`config.mk`:
```
export PLATFORM = sky130hd
export DESIGN_NAME = vec_exec_iter
export DESIGN_NICKNAME = d
export VERILOG_FILES = /design/src/rtl/vec_exec_pkg.sv /design/src/rtl/vec_exec_lane.sv /design/src/rtl/vec_exec_iter.sv
export SDC_FILE = /design/constraint.sdc
export NUM_CORES = 1
export LEC_CHECK = 0
export CAP_MARGIN = 10
export CORE_ASPECT_RATIO = 2
export CORE_MARGIN = 2
export CORE_UTILIZATION = 30
export DETAILED_ROUTE_END_ITERATION = 8
export PLACE_DENSITY_LB_ADDON = 0.15
export SLEW_MARGIN = 20
export SYNTH_ARGS = -nofsm -noshare
export SYNTH_HDL_FRONTEND = slang
export SYNTH_HIERARCHICAL = 1
export SYNTH_SLANG_ARGS = --single-unit
```
`constraint.sdc`:
```
create_clock -name clk_i -period 9.46 [get_ports clk_i]
set_clock_uncertainty 0.2 [all_clocks]
set_input_delay 1.892 -clock clk_i [delete_from_list [all_inputs] [get_ports clk_i]]
set_output_delay 1.892 -clock clk_i [all_outputs]
set_load 0.03 [all_outputs]
```
`src/rtl/vec_exec_pkg.sv`:
```
// vec_exec_pkg: opcodes, FSM states and flag indices shared by the vector execute unit
package vec_exec_pkg;
  typedef enum logic [2:0] {
    OP_ADD, OP_SUB, OP_AND, OP_OR, OP_XOR, OP_SHL1, OP_SHR1, OP_ROTL1
  } op_e;
  typedef enum logic [1:0] {S_IDLE, S_BUSY, S_DONE} state_e;
  localparam int FLAG_Z = 0;
  localparam int FLAG_C = 1;
endpackage

```
`src/rtl/vec_exec_lane.sv`:
```
// vec_exec_lane: one combinational lane ALU with carry/borrow out for ADD/SUB
module vec_exec_lane
  import vec_exec_pkg::*;
#(
  parameter int ELEM_SIZE = 8
) (
  input  logic [ELEM_SIZE-1:0] a,
  input  logic [ELEM_SIZE-1:0] b,
  input  op_e                  op,
  output logic [ELEM_SIZE-1:0] y,
  output logic                 cout
);
  logic [ELEM_SIZE:0] sum, dif;
  assign sum = {1'b0, a} + {1'b0, b};
  assign dif = {1'b0, a} - {1'b0, b};
  always_comb begin
    y = op == OP_ADD  ? sum[ELEM_SIZE-1:0] :
        op == OP_SUB  ? dif[ELEM_SIZE-1:0] :
        op == OP_AND  ? a & b :
        op == OP_OR   ? a | b :
        op == OP_XOR  ? a ^ b :
        op == OP_SHL1 ? a << 1 :
        op == OP_SHR1 ? a >> 1 :
                        {a[ELEM_SIZE-2:0], a[ELEM_SIZE-1]};
    cout = op == OP_ADD ? sum[ELEM_SIZE] : op == OP_SUB ? dif[ELEM_SIZE] : 1'b0;
  end
endmodule

```
`src/rtl/vec_exec_iter.sv`:
```
// vec_exec_iter: multi-cycle iterated lane-wise vector ALU / element swap behind a valid/ready handshake
module vec_exec_iter
  import vec_exec_pkg::*;
#(
  parameter int ELEM_SIZE = 8,
  parameter int VECT_SIZE = 8,
  parameter int REP_BITS  = 4,
  parameter int IDX_BITS  = $clog2(VECT_SIZE)
) (
  input  logic                           clk_i,
  input  logic                           rst_i,
  input  logic                           in_valid_i,
  output logic                           in_ready_o,
  input  logic [2:0]                     op_i,
  input  logic [ELEM_SIZE*VECT_SIZE-1:0] vec_a_i,
  input  logic [ELEM_SIZE*VECT_SIZE-1:0] vec_b_i,
  input  logic [7:0]                     imm_i,
  input  logic                           use_imm_i,
  input  logic                           swap_en_i,
  input  logic [IDX_BITS-1:0]            swap_src_i,
  input  logic [IDX_BITS-1:0]            swap_dst_i,
  input  logic [REP_BITS-1:0]            rep_i,
  output logic                           out_valid_o,
  input  logic                           out_ready_i,
  output logic [ELEM_SIZE*VECT_SIZE-1:0] res_o,
  output logic [1:0]                     flags_o
);
  localparam int VW = ELEM_SIZE * VECT_SIZE;
  state_e state, state_nx;
  op_e op_q;
  logic [REP_BITS-1:0] cnt;
  logic [VW-1:0] acc, b_q, alu_y, swap_y, nxt, res_q;
  logic [VECT_SIZE-1:0] couts;
  logic [IDX_BITS-1:0] src_q, dst_q;
  logic [1:0] flags_q;
  logic swap_q, accept;
  assign accept = in_valid_i & in_ready_o;
  for (genvar i = 0; i < VECT_SIZE; i++) begin : g_lane
    vec_exec_lane #(.ELEM_SIZE(ELEM_SIZE)) u_lane (
      .a   (acc[i*ELEM_SIZE +: ELEM_SIZE]),
      .b   (b_q[i*ELEM_SIZE +: ELEM_SIZE]),
      .op  (op_q),
      .y   (alu_y[i*ELEM_SIZE +: ELEM_SIZE]),
      .cout(couts[i])
    );
    assign swap_y[i*ELEM_SIZE +: ELEM_SIZE] =
      IDX_BITS'(i) == src_q ? acc[dst_q*ELEM_SIZE +: ELEM_SIZE] :
      IDX_BITS'(i) == dst_q ? acc[src_q*ELEM_SIZE +: ELEM_SIZE] :
                              acc[i*ELEM_SIZE +: ELEM_SIZE];
  end
  assign nxt = swap_q ? swap_y : alu_y;
  always_ff @(posedge clk_i or posedge rst_i)
    if (rst_i) state <= S_IDLE;
    else state <= state_nx;
  always_comb
    state_nx = state == S_IDLE ? (accept ? S_BUSY : S_IDLE) :
               state == S_BUSY ? (cnt == '0 ? S_DONE : S_BUSY) :
                                 (out_ready_i ? S_IDLE : S_DONE);
  always_comb begin
    in_ready_o  = state == S_IDLE && !rst_i;
    out_valid_o = state == S_DONE;
    res_o       = res_q;
    flags_o     = flags_q;
  end
  always_ff @(posedge clk_i or posedge rst_i) begin
    if (rst_i) begin
      acc     <= '0;
      b_q     <= '0;
      op_q    <= OP_ADD;
      swap_q  <= 1'b0;
      src_q   <= '0;
      dst_q   <= '0;
      cnt     <= '0;
      res_q   <= '0;
      flags_q <= '0;
    end else if (accept) begin
      acc    <= vec_a_i;
      b_q    <= use_imm_i ? {VECT_SIZE{ELEM_SIZE'(imm_i)}} : vec_b_i;
      op_q   <= op_e'(op_i);
      swap_q <= swap_en_i;
      src_q  <= swap_src_i;
      dst_q  <= swap_dst_i;
      cnt    <= swap_en_i ? '0 : rep_i;
    end else if (state == S_BUSY) begin
      acc <= nxt;
      if (cnt == '0) begin
        res_q           <= nxt;
        flags_q[FLAG_Z] <= nxt == '0;
        flags_q[FLAG_C] <= !swap_q && |couts;
      end else cnt <= cnt - 1'b1;
    end
  end
endmodule

```
# Word level (Yosys, flattened, before mapping)
# Index checks and enable logic that the tools add are counted.
[totals] in_bits=155 word_cells=193 ff_bits=210 out_inout_bits=68
[classes] muxes=101 eq_ne=23 shifts=2 n_reduce_logical=14 n_addsub=17 n_bitwise=26
[ops] cell="2-to-1 mux 8 bit" count=72
[ops] cell="2-to-1 mux 64 bit" count=4
[ops] cell="variable part select 64 x 7 -> 8 bit" count=2
[ops] cell="adder 8 x 8 -> 9 bit" count=8
[ops] cell="subtractor 8 x 8 -> 9 bit" count=8
[ops] cell="AND 8 bit" count=8
[ops] cell="logical NOT 64 bit" count=1
[ops] cell="OR 8 bit" count=8
[ops] cell="bitwise XOR 8 bit" count=8
[ops] cell="== test 3 bit (first input constant)" count=8
[ops] cell="2-to-1 mux 1 bit" count=17
[ops] cell="2-to-1 mux 4 bit" count=4
[ops] cell="== test 2 x 3 -> 1 bit (first input constant)" count=4
[ops] cell="== test 3 bit (second input constant)" count=3
[ops] cell="logical NOT 3 bit" count=3
[ops] cell="2-to-1 mux 2 bit" count=4
[ops] cell="OR reduction 8 bit" count=1
[ops] cell="== test 1 x 3 -> 1 bit (first input constant)" count=2
[ops] cell="== test 3 x 2 -> 1 bit (second input constant)" count=2
[ops] cell="logical NOT 4 bit" count=1
[ops] cell="subtractor 4 x 1 -> 4 bit (second input constant)" count=1
[ops] cell="== test 3 x 1 -> 1 bit (second input constant)" count=1
[ops] cell="AND reduction 3 bit" count=1
[ops] cell="== test 2 x 1 -> 1 bit (second input constant)" count=1
[ops] cell="other kinds (9)" count=11

# Longest topological paths before layout
# Gate-level depths: netlist of the first run.
[depth] ltp_word=11 ltp_mapped=14 mapped_depth_nobuf=14

# Cells and area by module
# The synthesis of the first run kept the hierarchy.
[modules_own_cells] module="vec_exec_iter" area_each_um2=11232.0 n_inst=1 seq_area_each_um2=5255.0 cells_per_inst=1241
[modules_own_cells] module="vec_exec_lane" area_each_um2=1331.3 n_inst=8 seq_area_each_um2=0.0 cells_per_inst=184

# Worst setup path before layout of the first run
# No wires, ideal clock.
[synth_timing] path_type="input -> output" from="input port rst_i" to="output port in_ready_o" path_slack_ns=4.749 arrival_ns=2.619 n_path_buf=0 t_required_ns=7.368 stages=1 cell_sequence="nor3_1"
[synth_between] elab_chain_len=2
[synth_lines] element="from (decl)" line_no="vec_exec_iter.sv:11" source="input logic rst_i,"
[synth_lines] element="logical NOT 1 bit (no line)"
[synth_lines] element="logical AND 1 bit" line_no="vec_exec_iter.sv:60" source="in_ready_o = state == S_IDLE && !rst_i;"
[synth_lines] element="to (decl)" line_no="vec_exec_iter.sv:13" source="output logic in_ready_o,"
# Every way passes these cells.

# Worst setup path after layout of the first run
# Same ends and word-level chain as after synthesis.

==> impl_results.md, run 1 <==
- CP top delay family: buffers and inverters
- Worst skew pair latency: 0.60 ns
- WP data required: 7.37 ns
- Worst-path clk slew: 0.07 ns
- RSZ-0062 raised after global routing: false
- Setup Fix Bufs, Post-CTS: 0
- Worst Hold Class: flip-flop to flip-flop
- Post-synth EDFFs: 0
- # hold bufs at CTS: 0
- First-pass GRT wire length: 149 mm
- Mapped cell area: 21,900 µm²
- Top FF cell, synth: dfrtp_1
- Hold Path Stages: 2
- Critical Path AT: 3.44 ns
- Initial DRT Pass Iterations: 6
- Final core utilization: 35.1%
- Maximum clock rate: 0.181 GHz
- CTS Buffer Depth: 3
- Max-slew violations: 0
- Routed Antenna Nets: 0
- Outcome: complete, no violations
- Hold path start: res_o[47]
- Hold Slack: 0.281 ns
- Cell count after synthesis: 2,713
- Largest cells by area after synthesis: dfrtp_1 (24%), ha_1 (11%), a21oi_1 (6.8%)
- Clk Tree Root Cell: clkbuf_16
- Die X: 195 µm
- Critical path buffers and inverters: 2
- CTS resizes: 0
- Slowest cell on crit path: clkdlybuf4s50_1
- Area delta synth->final: 16.4%
- Post-synth top area cell: dfrtp_1
- Worst Setup Path Type: primary input to output pin
- Most frequent cell after synthesis: a21oi_1
- Global-route usage over all layers: 26.8%
- Io pins: 223
- Yosys cell types: 77
- Worst Setup Start Kind: primary input
- Initial antenna violation count: 7
- Syn_area_per_cell: 8.07 µm²
- Flops & latches, synth: 210
- Number of remaining DRC errors: 0
- Global route overflow: 0
- WL per Instance: 27.4 µm
- Most frequent cells after synthesis: a21oi_1 (298), nand2_1 (257), dfrtp_1 (210), o21ai_0 (210), nor2_1 (203)
- GPL Wtd Cong: 0.945
- R2R Setup Slk: 4.03 ns
- Setup TNS: 0 ns
- Final Setup Violations: 0
- Syn nets: 3,085
- Tcrit/Tclk final: 58.5%
- Hold EP: res_o[47]
- Minimum clock period after layout: 5.53 ns
- R2r startpoint: op_q[0]
- Die Y: 386 µm
- Initial Util: 30.2%
- Worst path max stage delay: 0.73 ns
- RR Endpoint: flags_o[0]
- CTS H-tree depth: 1
- Layout cells sized above 1: 8.28%
- DP HPWL: 76.4 mm
- Clock sink count: 210
- Core area: 72,500 µm²
- FP Rows: 140
- Final nets: 3,193
- Critical path fanouts, max: 2
- MaxCap Viol Count: 0
- Vias: 22,209
- Length in cells of the worst reg-to-reg path: 10
- Asr flop ratio synth: 100%
- Vias per std cell: 5.90
- Synth warn: 6
- Yosys top cell area share: 24.0%
- Wirelength, routed: 103 mm
- Worst rel slew slack: 21.9%
- CP Cell Sequence: clkdlybuf4s50_1 > nor3_1 > clkdlybuf4s50_1
- Crit end category: output pin
- Vias in the first global route: 21,864
- 1st-iter DRT viols: 1,952
- Full die area: 75,200 µm²
- Largest net degree at the start of global routing: 159
- Final hold violations: 0
- CTS tree: done
- CP dominant cell by count: clkdlybuf4s50_1
- Slew of the pin with the lowest slew margin: 1.17 ns
- Register area share after synthesis: 24.0%
- Port Buf Inserts: 222
- Total CTS buffers: 24
[worst min-delay path, stage by stage (launching register included)]
cell     delay [ns]
dfrtp_1        0.34
nand2_1        0.05
o21ai_0        0.06
[cells by family (layout without fill, tap and decap cells)]
| family | Yosys count | in the layout | synth area share, % |
|---|---|---|---|
| simple gates | 723 | 723 | 15.5 |
| fa+ha+maj | 217 | 217 | 13.0 |
| flops | 210 | 210 | 24.0 |
| compound gates | 1030 | 1030 | 31.2 |
| buf+inv | 402 | 528 | 8.90 |
| xor+xnor | 26 | 26 | 1.04 |
| other cells | 0 | 2 | 0 |
| mux | 105 | 105 | 6.43 |
[layout by cell type, fill, tap and decap left out, types with 21 or more instances in the layout]
master           instances
a211oi_1                57
a21oi_1                298
a221o_1                 22
a22oi_1                 65
buf_4                   46
clkbuf_16               25
clkdlybuf4s50_1        222
dfrtp_1                206
ha_1                   201
inv_1                  193
mux2_2                  29
mux2i_1                 52
nand2_1                255
nand3_1                 44
nand3b_1                38
nor2_1                 202
nor2b_1                 55
nor3_1                  31
o211a_1                 24
o211ai_1                44
o21ai_0                210
o21bai_1                24
o221ai_1                21
o22ai_1                 66
xnor2_1                 25
[final cells by class]
| cell class | instances | area (µm²) |
|---|---|---|
| Sequential cell | 210 | 5270 |
| Tap cell | 923 | 1150 |
| Inverter | 212 | 805 |
| Multi-Input combinational cell | 2101 | 14700 |
| Clock buffer | 30 | 694 |
| Antenna cell | 2 | 5.00 |
| Timing Repair Buffer | 272 | 2630 |
| Clock inverter | 14 | 174 |
| Fill cell | 7697 | 47100 |
[stage by stage]
step | worst slack, ns | std cells | area [µm²]
3_3_place_gp | 3.89 | 3717 | 24600
3_5_place_dp | 3.93 | 3717 | 24600
2_1_floorplan | 1.63 | 2713 | 21900
6_report | 3.93 | 3764 | 25500
4_1_cts | 3.93 | 3761 | 25400
5_1_grt | 3.85 | 3764 | 25500
[registers in the layout (all words and copies together) (netlist names)]
name and cells:
res_o 64, flags_o 2, dst_q 3, op_q 3
acc 64, b_q 64, src_q 3, cnt 4
state 2, swap_q 1
[routing by layer]
metal  part of all wire (%)  track usage (%)
met1                     37             29.2
met5                  0.011                0
met3                    5.5             3.49
met2                     50             48.4
met4                    7.6             17.6
[worst max path at each step]
| stage | from | to | cells after the start |
|---|---|---|---|
| 3_3_place_gp | rst_i | in_ready_o | 3 |
| 2_1_floorplan | rst_i | acc[0] | 1 |
| 3_5_place_dp | rst_i | in_ready_o | 3 |
| 6_report | rst_i | in_ready_o | 3 |
| 4_1_cts | rst_i | in_ready_o | 3 |
| 5_1_grt | op_q[0] | flags_o[0] | 10 |
Power of run 1 is not shown: default switching activity piles up to over one toggle a cycle in this logic, so the estimate is an artifact.
==> run 2, diff against run 1 <==
==> constraint.sdc (replaced) <==
create_clock -name clk_i -period 4.9 [get_ports clk_i]
set_clock_uncertainty 0.2 [all_clocks]
set_input_delay 0.98 -clock clk_i [delete_from_list [all_inputs] [get_ports clk_i]]
set_output_delay 0.98 -clock clk_i [all_outputs]
set_load 0.03 [all_outputs]
==> run 2 against run 1 <==
Worst hold slack lost 0.0035 ns. Worst setup slack lost 3.5 ns. Sequential cell count is the same. Non-clock buffer count grew 143. Global-route usage grew 2.1 points. Die area is the same. Count of clock-buffer cells in the layout is the same. First-iteration DRC count shrank 5.4%. Critical path depth grew 10.
==> impl_results.md, run 2 (same netlist as run 1, synthesis figures left out) <==
- RR Endpoint: flags_o[0]
- Length in cells of the worst reg-to-reg path: 13
- Max-slew violations: 0
- Vias per std cell: 5.93
- MaxCap Viol Count: 0
- Clk Tree Root Cell: clkbuf_16
- Critical Path AT: 4.83 ns
- Worst rel slew slack: 29.1%
- R2r startpoint: b_q[32]
- Worst-path clk slew: 0.07 ns
- Critical path fanouts, max: 5
- Most common cell after layout, fill and taps aside: a21oi_1
- Full die area: 75,200 µm²
- Final hold violations: 0
- Crit end category: flip-flop
- Vias in the first global route: 23,207
- Core area: 72,500 µm²
- Hold EP: res_o[38]
- Slew of the pin with the lowest slew margin: 1.06 ns
- Vias: 23,149
- Initial Util: 30.2%
- Final Setup Violations: 0
- Routed Antenna Nets: 0
- Setup Fix Bufs, Post-CTS: 0
- Die Y: 386 µm
- R2R Setup Slk: 0.39 ns
- Wirelength, routed: 111 mm
- Worst setup path start: b_q[32]
- Worst Hold Class: flip-flop to flip-flop
- Layout cells sized above 1: 12.5%
- Hold path start: res_o[38]
- Final nets: 3,336
- CTS Buffer Depth: 3
- Number of remaining DRC errors: 0
- Area delta synth->final: 21.5%
- Global-route usage over all layers: 28.9%
- GPL Wtd Cong: 0.994
- Global route overflow: 0
- Initial DRT Pass Iterations: 6
- WL per Instance: 28.5 µm
- Most frequent cells in the layout: a21oi_1 (298), nand2_1 (255), clkdlybuf4s50_1 (222), o21ai_0 (210), dfrtp_1 (206)
- CTS tree: done
- Port Buf Inserts: 222
- WP data required: 5.22 ns
- First-pass GRT wire length: 159 mm
- 1st-iter DRT viols: 1,847
- # hold bufs at CTS: 0
- Die X: 195 µm
- Worst skew pair latency: 0.61 ns
- Total CTS buffers: 24
- Clock sink count: 210
- Maximum clock rate: 0.222 GHz
- Worst Setup Start Kind: flip-flop
- FP Rows: 140
- Setup TNS: 0 ns
- Largest net degree at the start of global routing: 88
- Fillers: 7,732
- Minimum clock period after layout: 4.51 ns
- DP HPWL: 86.7 mm
- Initial antenna violation count: 5
- Outcome: complete, no violations
- CTS resizes: 0
- Worst Setup Path Type: flip-flop to flip-flop
- RSZ-0062 raised after global routing: false
- CTS H-tree depth: 1
- Tcrit/Tclk final: 92.1%
- Io pins: 223
- Hold Path Stages: 2
## run 2: cell count changes in the layout (fill, tap and decap cells not counted), sizes merged
cell	change
clkinvlp	+4
bufinv	-1
inv	-4
buf	+143
diode	-1
## run 2: layout make-up
cell class / instances / area, µm² / share of cell area (%)
Sequential cell: 210 / 5270 / 19.8
Multi-Input combinational cell: 2101 / 14700 / 55.4
Antenna cell: 1 / 2.50 / 0.00941
Tap cell: 923 / 1150 / 4.34
Clock inverter: 13 / 141 / 0.532
Clock buffer: 30 / 684 / 2.57
Timing Repair Buffer: 415 / 3820 / 14.4
Inverter: 212 / 801 / 3.01
## run 2: worst max-delay path, cell delays in order, from the launching register on
cell	delay, ns
dfrtp_1	0.42
ha_1	0.25
inv_1	0.07
fa_1	0.37
nand3b_1	0.19
a211oi_1	0.24
a211o_1	0.18
o22ai_1	0.09
a221o_1	0.41
a221oi_1	0.47
nand4_1	0.28
or4_1	0.56
or4_1	0.52
o31ai_2	0.18
## run 2: stage by stage
step                cells  setup slack (ns)  util (%)  instance area [µm²]  hold WS [ns]
detailed placement   3861             0.462      35.5                25800         0.270
global placement     3861             0.407      35.5                25800         0.263
global route         3905             0.230      36.7                26600         0.309
floorplan            2713             0.936         -                21900         0.321
finish               3905             0.386      36.7                26600         0.278
CTS                  3904             0.438      36.7                26600         0.285
## run 2: worst max path at each step
stage               slack [ns]          to
CTS                       0.44  flags_o[0]
detailed placement        0.46  flags_o[0]
global route              0.23  flags_o[0]
global placement          0.41  flags_o[0]
floorplan                 0.94  flags_o[0]
finish                    0.39  flags_o[0]
## run 2: metal layers
layer | up-vias | share of wire [%] | track usage, % | routed length (µm)
li1 | 10391 | - | - | -
met3 | 334 | 5.4 | 3.32 | 6050
met2 | 1067 | 51 | 53.2 | 56800
met5 | - | 0.022 | 0 | 25
met4 | 4 | 8.0 | 20.1 | 8950
met1 | 11353 | 36 | 30.6 | 39600
Power of run 2 is left out for the same reason.
